===== src/rtl/xillybus_mem_pkg.sv =====
// Shared definitions for the Xillybus seekable memory endpoint.
//   rd_state_t    : read-side FSM states
//   SEEK_HOLD_LEN : cycles (pulse + trailing) during which strobes are ignored
//   ram_addr_w()  : RAM index width for a given depth (never below 1)
package xillybus_mem_pkg;

  typedef enum logic [1:0] {
    R_CLOSED = 2'd0,
    R_ACTIVE = 2'd1,
    R_END    = 2'd2
  } rd_state_t;

  localparam int unsigned SEEK_HOLD_LEN = 2;

  function automatic int ram_addr_w(input int depth);
    return (depth > 1) ? $clog2(depth) : 1;
  endfunction

endpackage


===== src/rtl/xillybus_mem_ram.sv =====
// Simple dual-port RAM, DATA_W x DEPTH, no reset.
//   clk          : write and read clock
//   we/waddr/wdata : synchronous write port
//   re/raddr/rdata : synchronous read port, latency 1, read-first on collision;
//                    rdata holds when re is low
module xillybus_mem_ram #(
  parameter int DATA_W = 8,
  parameter int DEPTH  = 32,
  parameter int AW     = 5
) (
  input  logic              clk,
  input  logic              we,
  input  logic [AW-1:0]     waddr,
  input  logic [DATA_W-1:0] wdata,
  input  logic              re,
  input  logic [AW-1:0]     raddr,
  output logic [DATA_W-1:0] rdata
);

  logic [DATA_W-1:0] mem [DEPTH];

  // Both non-blocking: a read at the written address sees the old word.
  always_ff @(posedge clk) begin
    if (we) mem[waddr] <= wdata;
    if (re) rdata <= mem[raddr];
  end

endmodule


===== src/rtl/xillybus_mem_port.sv =====
// User-side endpoint for the Xillybus seekable memory stream pair.
// Independent read/write pointers, both loaded by seek, auto-increment per access.
// Build option: define XILLY_MEM_EOF_EN for file-like end-of-memory semantics
// (read reaches R_END/eof, write stays full at DEPTH); otherwise pointers wrap.
//   bus_clk, trn_reset_n             : clock, async active-low reset
//   user_r_mem_rden/data/empty/eof/open : read stream
//   user_w_mem_wren/data/full/open   : write stream
//   user_mem_addr, user_mem_addr_update : seek
module xillybus_mem_port
  import xillybus_mem_pkg::*;
#(
  parameter int DATA_W = 8,
  parameter int ADDR_W = 5,
  parameter int DEPTH  = 32
) (
  input  logic              bus_clk,
  input  logic              trn_reset_n,
  input  logic              user_r_mem_rden,
  output logic [DATA_W-1:0] user_r_mem_data,
  output logic              user_r_mem_empty,
  output logic              user_r_mem_eof,
  input  logic              user_r_mem_open,
  input  logic              user_w_mem_wren,
  input  logic [DATA_W-1:0] user_w_mem_data,
  output logic              user_w_mem_full,
  input  logic              user_w_mem_open,
  input  logic [ADDR_W-1:0] user_mem_addr,
  input  logic              user_mem_addr_update
);

  localparam int PW  = ADDR_W + 1;
  localparam int RAW = ram_addr_w(DEPTH);
  localparam logic [PW-1:0] DEPTH_P = PW'(DEPTH);

  rd_state_t         state, state_nx;
  logic [PW-1:0]     rd_ptr, wr_ptr, rd_base, wr_base, rd_next, wr_next, seek_ptr;
  logic [1:0]        seek_cnt;
  logic              r_open_q, w_open_q, open_rise, seek_hold;
  logic              rd_acc, wr_acc, wr_at_end, data_valid;
  logic [DATA_W-1:0] ram_q;

  function automatic logic [PW-1:0] ptr_inc(input logic [PW-1:0] p);
`ifdef XILLY_MEM_EOF_EN
    return p + 1'b1;
`else
    return (p == DEPTH_P - 1'b1) ? '0 : p + 1'b1;
`endif
  endfunction

  always_comb begin
    open_rise = (user_r_mem_open & ~r_open_q) | (user_w_mem_open & ~w_open_q);
    seek_hold = user_mem_addr_update | (seek_cnt != 2'd0);

    // An open edge zeroes the pointers this cycle, so accesses in that cycle
    // already use address 0.
    rd_base = open_rise ? '0 : rd_ptr;
    wr_base = open_rise ? '0 : wr_ptr;

    if ({1'b0, user_mem_addr} >= DEPTH_P) begin
`ifdef XILLY_MEM_EOF_EN
      seek_ptr = DEPTH_P;
`else
      seek_ptr = '0;
`endif
    end else begin
      seek_ptr = {1'b0, user_mem_addr};
    end

`ifdef XILLY_MEM_EOF_EN
    wr_at_end      = (wr_base >= DEPTH_P);
    user_r_mem_eof = (state == R_END);
`else
    wr_at_end      = 1'b0;
    user_r_mem_eof = 1'b0;
`endif

    user_r_mem_empty = seek_hold | (state != R_ACTIVE);
    user_w_mem_full  = ~trn_reset_n | ~user_w_mem_open | seek_hold | wr_at_end;
    rd_acc = user_r_mem_rden & ~user_r_mem_empty;
    wr_acc = user_w_mem_wren & ~user_w_mem_full;

    rd_next = user_mem_addr_update ? seek_ptr : (rd_acc ? ptr_inc(rd_base) : rd_base);
    wr_next = user_mem_addr_update ? seek_ptr : (wr_acc ? ptr_inc(wr_base) : wr_base);

    // State is frozen on the seek pulse and re-evaluated from the loaded
    // pointer at the edge that ends the hold.
    state_nx = state;
    if (!user_r_mem_open) begin
      state_nx = R_CLOSED;
    end else if (!user_mem_addr_update) begin
`ifdef XILLY_MEM_EOF_EN
      state_nx = (rd_next >= DEPTH_P) ? R_END : R_ACTIVE;
`else
      state_nx = R_ACTIVE;
`endif
    end
  end

  always_ff @(posedge bus_clk or negedge trn_reset_n) begin
    if (!trn_reset_n) begin
      state      <= R_CLOSED;
      rd_ptr     <= '0;
      wr_ptr     <= '0;
      seek_cnt   <= '0;
      r_open_q   <= 1'b0;
      w_open_q   <= 1'b0;
      data_valid <= 1'b0;
    end else begin
      state    <= state_nx;
      rd_ptr   <= rd_next;
      wr_ptr   <= wr_next;
      r_open_q <= user_r_mem_open;
      w_open_q <= user_w_mem_open;
      if (user_mem_addr_update)  seek_cnt <= 2'(SEEK_HOLD_LEN - 1);
      else if (seek_cnt != 2'd0) seek_cnt <= seek_cnt - 2'd1;
      if (rd_acc) data_valid <= 1'b1;
    end
  end

  // The RAM output register has no reset; data_valid supplies the reset value.
  assign user_r_mem_data = data_valid ? ram_q : '0;

  xillybus_mem_ram #(
    .DATA_W (DATA_W),
    .DEPTH  (DEPTH),
    .AW     (RAW)
  ) u_ram (
    .clk   (bus_clk),
    .we    (wr_acc),
    .waddr (wr_base[RAW-1:0]),
    .wdata (user_w_mem_data),
    .re    (rd_acc),
    .raddr (rd_base[RAW-1:0]),
    .rdata (ram_q)
  );

endmodule


===== config.mk =====
export PLATFORM = sky130hd
export DESIGN_NAME = xillybus_mem_port
export DESIGN_NICKNAME = d
export VERILOG_FILES = /design/src/rtl/xillybus_mem_pkg.sv /design/src/rtl/xillybus_mem_ram.sv /design/src/rtl/xillybus_mem_port.sv
export SDC_FILE = /design/constraint.sdc
export NUM_CORES = 1
export LEC_CHECK = 0
export BUFFER_PORTS_ARGS = -buffer_cell sky130_fd_sc_hd__buf_2
export CELL_PAD_IN_SITES_DETAIL_PLACEMENT = 1
export CELL_PAD_IN_SITES_GLOBAL_PLACEMENT = 1
export CORE_ASPECT_RATIO = 1.4
export CORE_MARGIN = 2
export CORE_UTILIZATION = 32
export CTS_CLUSTER_DIAMETER = 150
export DETAILED_ROUTE_END_ITERATION = 8
export GPL_ROUTABILITY_DRIVEN = 1
export HOLD_SLACK_MARGIN = 0.08
export PLACE_DENSITY_LB_ADDON = 0.1
export SYNTH_ARGS = -nofsm -noshare
export SYNTH_HDL_FRONTEND = slang
export SYNTH_HIERARCHICAL = 1
export SYNTH_SLANG_ARGS = --single-unit

===== constraint.sdc =====
create_clock -name bus_clk -period 7.3 [get_ports bus_clk]
set_clock_uncertainty 0.05 [all_clocks]
set_input_delay 0.73 -clock bus_clk [delete_from_list [all_inputs] [get_ports bus_clk]]
set_output_delay 0.73 -clock bus_clk [all_outputs]
set_load 0.02 [all_outputs]

Yosys cells after proc, flatten, opt, wreduce, memory -nomap -nowiden
Memories as Yosys holds them, arrays and structs flattened. A register that Yosys moved wholly into a read port is not among the register bits. Index checks and enable logic that the tools add are counted.

Register bits: 19. Memory bits (writable): 256. Logic and storage cells: 47. Memories: 1.

$add $sub $neg: 3. Equal/unequal tests: 4. Multiplexer cells: 15. Bitwise gates (word level): 15. Reductions and logical operators: 2.

Memory list: u_ram.mem (words 32, bits a word 8, rd ports 1, clocked after memory_dff 1, wr ports 1, line xillybus_mem_ram.sv:20) `logic [DATA_W-1:0] mem [DEPTH];`.

Operators with widths (number): $mux 6 (8); $add 6x1->6 const B (2); $eq 6x5->1 const B (2); $mux 2 (4); $mux 8 (1); $not 1->1 (6); $or 1x1->1 (5); $and 1x1->1 (4); $reduce_bool 2->1 (2); $mux 1 (2); $ne 2x1->1 const B (1); $ne 2x2->1 const B (1); $sub 2x1->2 const B (1).

Depth between registers and ports, before layout
Gate-level depths: netlist of the first run.

Word-level depth: 8. Depth in mapped cells: 8. Depth with buffers taken out: 7.

Hierarchy
Netlist of the first run, hierarchy kept.

By module, submodules not included: xillybus_mem_ram (times used 1, cells each 417, area an instance 10133.5 um2, sequential area each 7927.6 um2); xillybus_mem_port (times used 1, cells each 118, area an instance 1104.8 um2, sequential area each 450.4 um2).

Worst setup path before layout of the first run
No wires, ideal clock.

Kind: input to register. Start point: in user_r_mem_open. End point: reg u_ram.rdata[0] (read register of u_ram.mem), data pin. Library setup time: 0.260 ns. Arrival: 2.960 ns. Slack: 4.030 ns. Cell stages on the path: 8. Buffers on the path: 3. Path through: nand2b_1 -> clkbuf_1 -> and3_1 -> clkbuf_1 -> clkbuf_1 -> mux4_2 -> mux4_2 -> mux2_2.

Cells in the longest elaborated chain, start to end: 3.

Ends and longest elaborated chain: from (decl) (line xillybus_mem_port.sv:22) `input logic user_r_mem_open,`; $and 1x1->1 (line xillybus_mem_port.sv:51) `open_rise = (user_r_mem_open & ~r_open_q) | (user_w_mem_open & ~w_open_q);`; $or 1x1->1 (line xillybus_mem_port.sv:51); $mux 6 (line xillybus_mem_port.sv:56) `rd_base = open_rise ? '0 : rd_ptr;`; named net rd_base[2] (line xillybus_mem_port.sv:36) `logic [PW-1:0] rd_ptr, wr_ptr, rd_base, wr_base, rd_next, wr_next, seek_ptr;`; to (decl) (line xillybus_mem_ram.sv:17) `output logic [DATA_W-1:0] rdata`.

The timed path passes the listed nets, and every way through them passes these cells. A chain may end at the register's enable or synchronous reset.

Worst setup path in the final report of the first run
Start point: in trn_reset_n. End point: mem u_ram.mem[24][3] (enable).

Cells in the longest elaborated chain, start to end: 7.

Ends and longest elaborated chain: from (decl) (line xillybus_mem_port.sv:17) `input logic trn_reset_n,`; $not 1->1 (line xillybus_mem_port.sv:78) `user_w_mem_full = ~trn_reset_n | ~user_w_mem_open | seek_hold | wr_at_end;`; $or 1x1->1 (2 in series) (line xillybus_mem_port.sv:78); $not 1->1 (line xillybus_mem_port.sv:80) `wr_acc = user_w_mem_wren & ~user_w_mem_full;`; $and 1x1->1 (line xillybus_mem_port.sv:80); named net wr_acc (line xillybus_mem_port.sv:39) `logic rd_acc, wr_acc, wr_at_end, data_valid;`; $mux 1 (line xillybus_mem_ram.sv:24) `if (we) mem[waddr] <= wdata;`; $mux 1 (not written as such) (line xillybus_mem_ram.sv:24); to (decl) (line xillybus_mem_ram.sv:20).

The timed path passes the listed nets, and every way through them passes these cells.

==> results.cfg, run 1 <==
[synthesis]
syn_area_sq_mm = 0.01124
netlist.area_leader.share_pct = 70.54
avgSynthCellArea_sq_um = 21.01
ys_ff_latch = 282
syn-num-nets = 558
syn_inst = 535
yosysSeqAreaShare_pct = 74.55
yosysWarnings = 6
synth-edff-count = 264
synth.distinct_cells = 49
ys_async_sr_fraction_pct = 6.383
yosys.area.top_type = edfxtp_1
ys.flop_type = edfxtp_1
ys_top_cells_by_area = edfxtp_1 71%, mux4_2 16%, dfrtp_1 4.0%

[layout]
final_area_sq_mm = 0.01280
num_antenna_cells = 0
instances_no_fill = 1054
drive_gt1_share_pct = 29.77
nFillCells = 3374
areaGrowthSynthToFinish_pct = 13.93
fin_nets = 603
multi_input_area_sq_mm = 0.002720
regArea_sq_mm = 0.008378

[detailed_routing]
top_layer_used = met4
dr_wl_met3_um = 1142
detail_route.iter0.violations = 268
ant_nets = 0
drc = 0
wl_met1_um = 11910
routed_wirelength_um = 31040
vias_per_cell = 5.104
drt_pass1_iterations = 4
vias = 5380
met2WireLength_um = 16480
routedWlPerCell_um = 29.44

[setup_path]
cp-start-kind = input pin
r2r_start = r_open_q$_DFF_PN0_
critPathMaxFanout = 19
required_ns = 7.41
r2r-end = u_ram/rdata[0]$_DFFE_PP_
end_kind = flip-flop
cp_slowest_cell = nor2_1
max_stage_delay_ns = 1.00
rrSetupSlack_ns = 3.57
crit_buf_inv = 3
cp_top_family = simple AND/OR/NAND/NOR gates
critical_path_class = in2reg
crit_path_cell_trace = dlygate4sd3_1 -> buf_2 -> and4b_4 -> nand2_4 -> inv_1 -> or3b_2 -> nor2_1
worstPathArrival_ns = 3.92
r2r_cells = 6

[power_and_ir_drop]
leakage_nw = 4.010
sw_frac_of_total_pct = 22.67
peakVddDrop_uv = 172.9
p_switching_w = 0.0008032
pwr-share-seq_pct = 50.9
clkPwrFrac_pct = 40.6
p_int_w = 0.002740
comb_power_share_pct = 8.5
power_density_mw_per_mm2 = 276.8

[sta]
fmax_ghz = 0.2630
min_period_ns = 3.803
grt_setup_unrepaired = false
slew_violations = 0
timing.slew.headroom_pct = 12.15
min_period_over_period_pct = 52.09
hold_viol = 0
worst_pin_slew_ns = 1.313
finalSetupViolations = 0
tns_ns = 0

[floorplanning]
start_util_pct = 32.33
core-area_sq_mm = 0.03476
die_area_sq_mm = 0.03666
die_x_um = 162.4
pin_count = 31
die_y_um = 225.7
rows = 81

[hold_path]
min_path_type = in2reg
hold_start = user_w_mem_open
worstHoldPathCells = 1
holdPathEnd = w_open_q$_DFF_PN0_

[placed_design]
dp.cells = 1004
port_buffers = 29
hpwl_um = 20010
gp_congestion = 0.7750
placed_area_sq_mm = 0.01190

[cts]
cts_tree = done
cts_max_level = 1
clk_pin_slew_ns = 0.06
clk_latency_ns = 0.56
post_cts_resized = 0
cts_buffers = 29
root_buffer = clkbuf_16
cts.sinks = 282
clk_path_buf_depth = 3

[global_route]
grt_usage_pct = 17.50
antenna_found_initial = 1
grt_pass1_wl_um = 44510
grt_max_degree = 40
overflow = 0
grt_pass1_vias = 6058

[outcome]
status = complete, no violations

[run]
maxCapViolations = 0
## power groups by stage
stage | clock [W] | sequential [W] | combinational, W
2_1_floorplan | 0 | 0.00183 | 0.000203
3_3_place_gp | 0 | 0.00184 | 0.000307
3_5_place_dp | 0 | 0.00184 | 0.000313
4_1_cts | 0.00148 | 0.00180 | 0.000314
5_1_grt | 0.00153 | 0.00181 | 0.000332
6_report | 0.00144 | 0.00180 | 0.000302
## final cells by class
| cell class | count | area share (%) |
|---|---|---|
| clock buffers | 33 | 5.785 |
| clock inverters | 16 | 1.222 |
| inverters | 6 | 0.1759 |
| multi-input cells | 223 | 21.25 |
| flip-flops and latches | 282 | 65.44 |
| well taps | 456 | 4.456 |
| repair buffers | 38 | 1.681 |
## timing repair
| action | 4_1_cts | 5_1_grt |
|---|---|---|
| setup buffers | 0 | 0 |
| endpoints found under the hold margin | 18 | 0 |
| hold buffers | 1 | 0 |
## registers in the layout, summed over array words and instances, names as in the netlist
name	cells
wr_ptr	6
w_open_q	1
seek_cnt	2
state	1
u_ram/mem	256
rd_ptr	6
u_ram/rdata	8
r_open_q	1
data_valid	1
## through the flow
step	total power [W]	hold slack (ns)	util (%)	setup WS, ns
floorplan	0.002033	0.3844	-	4.030
global route	0.003670	0.2434	36.83	3.347
detailed placement	0.002151	0.4818	34.22	3.038
finish	0.003544	0.2648	36.83	3.497
global placement	0.002145	0.4497	34.22	3.095
CTS	0.003602	0.2362	36.83	3.382
## cell usage in the layout, fill, tap and decap left out, drive strengths merged, types with 4 or more instances in the layout
cell	count
and2	11
nand3b	5
a21oi	6
nor2	39
nand3	8
nand2	10
nand4	4
buf	37
edfxtp	264
dfrtp	18
inv	5
and3	12
mux2	8
clkbuf	33
mux4	80
clkinv	13
nand2b	4
xor2	4
## cells in the mapped netlist (all sizes together) (4+ instances only)
cell	n
edfxtp	264
mux4	80
nor2	39
dfrtp	18
buf	15
and3	12
and2	11
nand2	10
clkbuf	9
mux2	8
nand3	8
a21oi	6
inv	5
nand3b	5
nand2b	4
nand4	4
xor2	4
## worst max path at each step
| stage | start | endpoint | slack (ns) | cells after the start |
|---|---|---|---|---|
| 2_1_floorplan | user_r_mem_open | u_ram/rdata[0]$_DFFE_PP_ | 4.03 | 8 |
| 3_3_place_gp | user_w_mem_open | u_ram/rdata[4]$_DFFE_PP_ | 3.10 | 7 |
| 3_5_place_dp | user_w_mem_open | u_ram/rdata[0]$_DFFE_PP_ | 3.04 | 7 |
| 4_1_cts | trn_reset_n | u_ram/mem[16][4]$_DFFE_PP_ | 3.38 | 7 |
| 5_1_grt | trn_reset_n | u_ram/mem[24][3]$_DFFE_PP_ | 3.35 | 7 |
| 6_report | trn_reset_n | u_ram/mem[24][3]$_DFFE_PP_ | 3.50 | 7 |
## routing by layer
| layer | up-vias | global-route usage [%] |
|---|---|---|
| met5 | - | 0 |
| met4 | 0 | 8.364 |
| met3 | 65 | 2.516 |
| met2 | 116 | 31.64 |
| met1 | 2902 | 20.34 |
| li1 | 2297 | - |
## kinds of logic (layout without fill, tap and decap cells)
family,after synthesis,in the layout,share of synthesized area [%]
XOR/XNOR,5,5,0.3897
buffers and inverters,30,93,1.314
adder cells (fa/ha/maj),3,3,0.3340
multiplexers,88,88,16.83
flip-flops,282,282,74.55
AND/OR/NAND/NOR,104,104,5.188
other,1,1,0.03337
AO/OA/AOI/OAI,22,22,1.358
Power figures use the tool's default switching activity.
==> run 2, diff against run 1 <==
--- a/config.mk
+++ b/config.mk
@@ -5,6 +5,7 @@
 export SDC_FILE = /design/constraint.sdc
 export NUM_CORES = 1
 export LEC_CHECK = 0
+export ABC_AREA = 1
 export BUFFER_PORTS_ARGS = -buffer_cell sky130_fd_sc_hd__buf_2
 export CELL_PAD_IN_SITES_DETAIL_PLACEMENT = 1
 export CELL_PAD_IN_SITES_GLOBAL_PLACEMENT = 1
==> constraint.sdc (replaced) <==
create_clock -name bus_clk -period 3.68 [get_ports bus_clk]
set_clock_uncertainty 0.05 [all_clocks]
set_input_delay 0.368 -clock bus_clk [delete_from_list [all_inputs] [get_ports bus_clk]]
set_output_delay 0.368 -clock bus_clk [all_outputs]
set_load 0.02 [all_outputs]
==> results.cfg, run 2 <==
[outcome]
status = complete, no violations

[sta]
grt_setup_unrepaired = false
timing.slew.headroom_pct = 46.14
min_period_ns = 2.701
slew_violations = 0
min_period_over_period_pct = 73.40
finalSetupViolations = 0
hold_viol = 0
worst_pin_slew_ns = 0.8080
tns_ns = 0
fmax_ghz = 0.3702

[cts]
cts.sinks = 282
cts_hold_buf = 7
clk_pin_slew_ns = 0.06
clk_path_buf_depth = 3
cts_buffers = 29
cts_max_level = 1
root_buffer = clkbuf_16
post_cts_resized = 0
cts_tree = done
postCtsSetupBuffers = 0
clk_latency_ns = 0.57

[synthesis]
avgSynthCellArea_sq_um = 11.07
ys_ff_latch = 282
yosysMostFrequentCell = nand2_1
synth.distinct_cells = 34
syn_area_sq_mm = 0.01211
yosys.area.top_type = edfxtp_1
yosysWarnings = 6
yosysSeqAreaShare_pct = 69.16
synth-edff-count = 264
synth_commonest_cells = 401 x nand2_1, 264 x edfxtp_1, 215 x nand3_1
netlist.area_leader.share_pct = 65.44
ys.flop_type = edfxtp_1
syn-num-nets = 1117
syn_inst = 1094
ys_async_sr_fraction_pct = 6.383
ys_top_cells_by_area = edfxtp_1 65%, nand2_1 12%, nand3_1 8.9%

[placed_design]
dp.cells = 1583
hpwl_um = 21870
port_buffers = 29
gp_congestion = 0.7447

[floorplanning]
die_y_um = 234.2
die_x_um = 168.4
core-area_sq_mm = 0.03742
die_area_sq_mm = 0.03945
start_util_pct = 32.38
pin_count = 31
rows = 84

[power_and_ir_drop]
peakVddDrop_uv = 344.4
leakage_nw = 5.153
power_density_mw_per_mm2 = 507.9

[detailed_routing]
vias_per_cell = 4.901
drc = 0
routedWlPerCell_um = 21.57
routed_wirelength_um = 35350
detail_route.iter0.violations = 410
vias = 8033
ant_nets = 0
drt_pass1_iterations = 4

[run]
maxCapViolations = 0

[setup_path]
cp_slowest_cell = inv_1
critPathMaxFanout = 17
end_kind = flip-flop
rrSetupSlack_ns = 1.00
max_stage_delay_ns = 0.59
crit_top_cell = nand2_1
crit_path_cell_trace = dlygate4sd3_1 -> buf_2 -> nand2_2 -> nand2_2 -> nor2_2 -> inv_1 -> buf_4 -> nand3_1 -> nand2_1 -> nand2_1 -> nand2_1 -> nand2_1 -> nand2_1
required_ns = 4.06
worstPathArrival_ns = 3.08
cp-start-kind = input pin
critical_path_class = in2reg
r2r_cells = 12

[layout]
most-common-layout-cells = 401 x nand2_1, 264 x edfxtp_1, 215 x nand3_1, 46 x nor2_1, 41 x inv_1
largest_reg_flops = 256
utilization_pct = 36.65
instances_no_fill = 1639
final_common_cell = nand2_1
top_register = u_ram/mem
reg.largest.list = u_ram/mem: 256 flops, u_ram/rdata: 8 flops
areaGrowthSynthToFinish_pct = 13.20
fin_nets = 1171
num_antenna_cells = 0
nFillCells = 4127
drive_gt1_share_pct = 11.06

[global_route]
grt_usage_pct = 18.33
grt_pass1_vias = 8509
antenna_found_initial = 0
grt_pass1_wl_um = 53720
grt_max_degree = 131
overflow = 0

[hold_path]
min_path_type = in2reg
worstHoldPathCells = 3
run 2: cell types whose count changed after synthesis, moves of 5 or more:
cell     delta
mux4_2     -80
nand3_1   +207
mux2_2      -8
nand2_1   +392
and3_1     -12
buf_2      +14
a21oi_1     -5
nor2_1      +7
nor2_2      +5
buf_6      +24
inv_1      +38
and2_1     -11
run 2: logic make-up after synthesis:
| kind of cell | count (synthesis) | share of synthesized area, % |
|---|---|---|
| and+or+nand+nor | 687 | 24.49 |
| DFF | 282 | 69.16 |
| buffers and inverters | 103 | 5.051 |
| AOI/OAI and AO/OA | 16 | 0.8159 |
| adders and majority gates | 3 | 0.3099 |
| xor gates and xnor gates | 2 | 0.1446 |
| other | 1 | 0.03096 |
run 2: worst max-delay path: cells and delay by family:
kind	cells	cell delay, ns
buffers and inverters	4	1.62
and+or+nand+nor	9	1.08
run 2: where the power goes:
group / switching (W) / internal, W / leakage [nW]
registers: 0.0000363 / 0.00354 / 2.60
logic: 0.000534 / 0.000191 / 2.16
clock network: 0.00120 / 0.00146 / 0.398
total: 0.00177 / 0.00520 / 5.15
run 2: final timing paths:
| path | end | startpoint |
|---|---|---|
| hold reg to reg | seek_cnt[1]$_DFFE_PN0P_ | seek_cnt[1]$_DFFE_PN0P_ |
| setup / recovery | u_ram/rdata[6]$_DFFE_PP_ | user_r_mem_open |
| max in group asynchronous | data_valid$_DFFE_PN0N_ | trn_reset_n |
| setup reg to reg | u_ram/rdata[6]$_DFFE_PP_ | w_open_q$_DFF_PN0_ |
| min in group asynchronous | w_open_q$_DFF_PN0_ | trn_reset_n |
| hold / removal | rd_ptr[3]$_DFF_PN0_ | user_mem_addr[3] |
run 2: final cells by class:
type | instances | area, sq um | share of cell area, %
clock buffer | 42 | 784.5 | 5.721
clock inverter | 7 | 37.54 | 0.2737
inverter | 47 | 178.9 | 1.305
multi-input combinational | 709 | 3129 | 22.82
sequential | 282 | 8378 | 61.09
tap | 473 | 591.8 | 4.316
timing repair buffer | 79 | 613.1 | 4.471
run 2: stage by stage:
| step | cell area [sq um] | setup slack (ns) | hold WS [ns] | power (W) |
|---|---|---|---|---|
| finish | 13710 | 0.9788 | 0.1041 | 0.006965 |
| global route | 13710 | 0.7277 | 0.09425 | 0.007244 |
| CTS | 13710 | 0.9114 | 0.09742 | 0.007067 |
| detailed placement | 12820 | 0.8682 | 0.3525 | 0.004386 |
| global placement | 12820 | 0.9108 | 0.3594 | 0.004380 |
| floorplan | 12110 | 1.675 | 0.02241 | 0.004088 |
run 2: routing by layer:
metal	GRT usage, %	wire, um
met5	0	0
met1	22.27	14650
met4	4.176	533
met2	35.06	19230
met3	1.654	931
==> run 3, diff against run 2 <==
==> constraint.sdc (replaced) <==
create_clock -name bus_clk -period 2.7 [get_ports bus_clk]
set_clock_uncertainty 0.05 [all_clocks]
set_input_delay 0.27 -clock bus_clk [delete_from_list [all_inputs] [get_ports bus_clk]]
set_output_delay 0.27 -clock bus_clk [all_outputs]
set_load 0.02 [all_outputs]
==> results.cfg, run 3 (synthesized netlist as in run 2, its figures left out) <==
[outcome]
status = complete, no violations

[power_and_ir_drop]
pwr-share-seq_pct = 49.7
sw_frac_of_total_pct = 25.01
clkPwrFrac_pct = 40.1
p_int_w = 0.007345
power_w = 0.009794
comb_power_share_pct = 10.2
p_switching_w = 0.002450
peakVddDrop_uv = 413.2
power_density_mw_per_mm2 = 699.2
leakage_nw = 5.311

[detailed_routing]
detail_route.iter0.violations = 375
routed_wirelength_um = 35680
vias = 8145
vias_per_cell = 4.904
drc = 0
routedWlPerCell_um = 21.48
drt_pass1_iterations = 4
ant_nets = 0

[setup_path]
critical_path_class = in2reg
required_ns = 3.06
cp-start-kind = input pin
critPathMaxFanout = 50
end_kind = flip-flop
worstPathArrival_ns = 2.92

[global_route]
grt_usage_pct = 18.52
grt_max_degree = 65
antenna_found_initial = 0
grt_pass1_vias = 8482
grt_pass1_wl_um = 54010
gr-usage-met2_pct = 34.49
gr-max-usage-layer = met2
use_met3_pct = 1.671
use_met1_pct = 22.66
overflow = 0

[layout]
num_antenna_cells = 0
drive_gt1_share_pct = 13.22
fin_nets = 1190
instances_no_fill = 1661
largest_reg_flops = 256
areaGrowthSynthToFinish_pct = 15.64
final_common_cell = nand2_1
most-common-layout-cells = 401 x nand2_1, 264 x edfxtp_1, 215 x nand3_1, 51 x buf_4, 46 x nor2_1
top_register = u_ram/mem
reg.largest.list = u_ram/mem: 256 flops, u_ram/rdata: 8 flops
final_area_sq_mm = 0.01401

[floorplanning]
die_y_um = 234.2
pin_count = 31
start_util_pct = 32.38
rows = 84
die_x_um = 168.4
die_area_sq_mm = 0.03945
core-area_sq_mm = 0.03742

[cts]
clk_path_buf_depth = 3
cts.sinks = 282
clk_latency_ns = 0.55
root_buffer = clkbuf_16
cts_tree = done
cts_buffers = 29
cts_max_level = 1
clk_pin_slew_ns = 0.06

[placed_design]
port_buffers = 29
gp_congestion = 0.7801
placed_area_sq_mm = 0.01297
hpwl_um = 22600
dp.cells = 1598

[sta]
min_period_over_period_pct = 94.79
fmax_ghz = 0.3907
min_period_ns = 2.559
finalSetupViolations = 0
tns_ns = 0
hold_viol = 0
slew_violations = 0
timing.slew.headroom_pct = 47.30
grt_setup_unrepaired = false
worst_pin_slew_ns = 0.7905

[run]
maxCapViolations = 0

[hold_path]
min_path_type = in2reg
[run 3: worst max-delay path: stages]
cell and delay, ns:
dlygate4sd3_1 0.53, buf_2 0.14, nand2_2 0.13, nand2_2 0.21, nor2_4 0.20, buf_12 0.24, buf_16 0.27, nand2_1 0.09
nand3_1 0.11, nand3_1 0.08, nand2_1 0.11, nand2_1 0.08, nand2_1 0.14, nand2_1 0.15, nand2_1 0.11
[run 3: path summary, 6_finish.rpt]
| check | endpoint | depth (start not counted) | slack [ns] | from |
|---|---|---|---|---|
| max | u_ram/rdata[1]$_DFFE_PP_ | 15 | 0.14 | user_r_mem_open |
| max reg2reg | u_ram/rdata[1]$_DFFE_PP_ | 14 | 0.18 | r_open_q$_DFF_PN0_ |
| min | wr_ptr[5]$_DFF_PN0_ | 4 | 0.14 | user_w_mem_wren |
| max in group asynchronous | wr_ptr[4]$_DFF_PN0_ | 3 | 2.15 | trn_reset_n |
| min reg2reg | seek_cnt[1]$_DFFE_PN0P_ | 2 | 0.44 | seek_cnt[1]$_DFFE_PN0P_ |
| min in group asynchronous | data_valid$_DFFE_PN0N_ | 3 | 0.22 | trn_reset_n |
[run 3: timing repair]
| item | CTS | global route |
|---|---|---|
| endpoints found under the hold margin | 32 | 0 |
| setup endpoints to repair | 0 | 5 |
| gates resized for setup | 0 | 2 |
| hold buffers | 9 | 0 |
| setup buffers | 0 | 2 |
[run 3: per-layer routing]
layer / part of all wire, % / routed length (um)
met1: 42 / 14970
met2: 53 / 18750
met3: 2.8 / 994
met4: 2.7 / 964
met5: 0 / 0
[run 3: area by class of cell]
cell class	instances	area [sq um]
clock inverter	17	142.6
sequential	282	8378
clock buffer	35	778.2
timing repair buffer	98	805.8
inverter	47	182.7
tap	473	591.8
fill	4122	23410
multi-input combinational	709	3129
[run 3: stage by stage]
step                setup slack [ns]  hold WS (ns)  utilization (%)
finish                        0.1407        0.1360            37.44
global route                 0.01053        0.1601            37.44
CTS                          0.03744        0.1162            37.37
detailed placement           0.05464        0.2781            34.67
global placement             0.08782        0.2786            34.67
floorplan                     0.6948      -0.07559                -
[run 3: power by group through the flow]
stage	combinational, W	clock, W	sequential, W
finish	0.00100	0.00393	0.00487
global route	0.00113	0.00420	0.00487
CTS	0.00103	0.00405	0.00487
detailed placement	0.00102	0	0.00496
global placement	0.00101	0	0.00496
floorplan	0.000641	0	0.00493
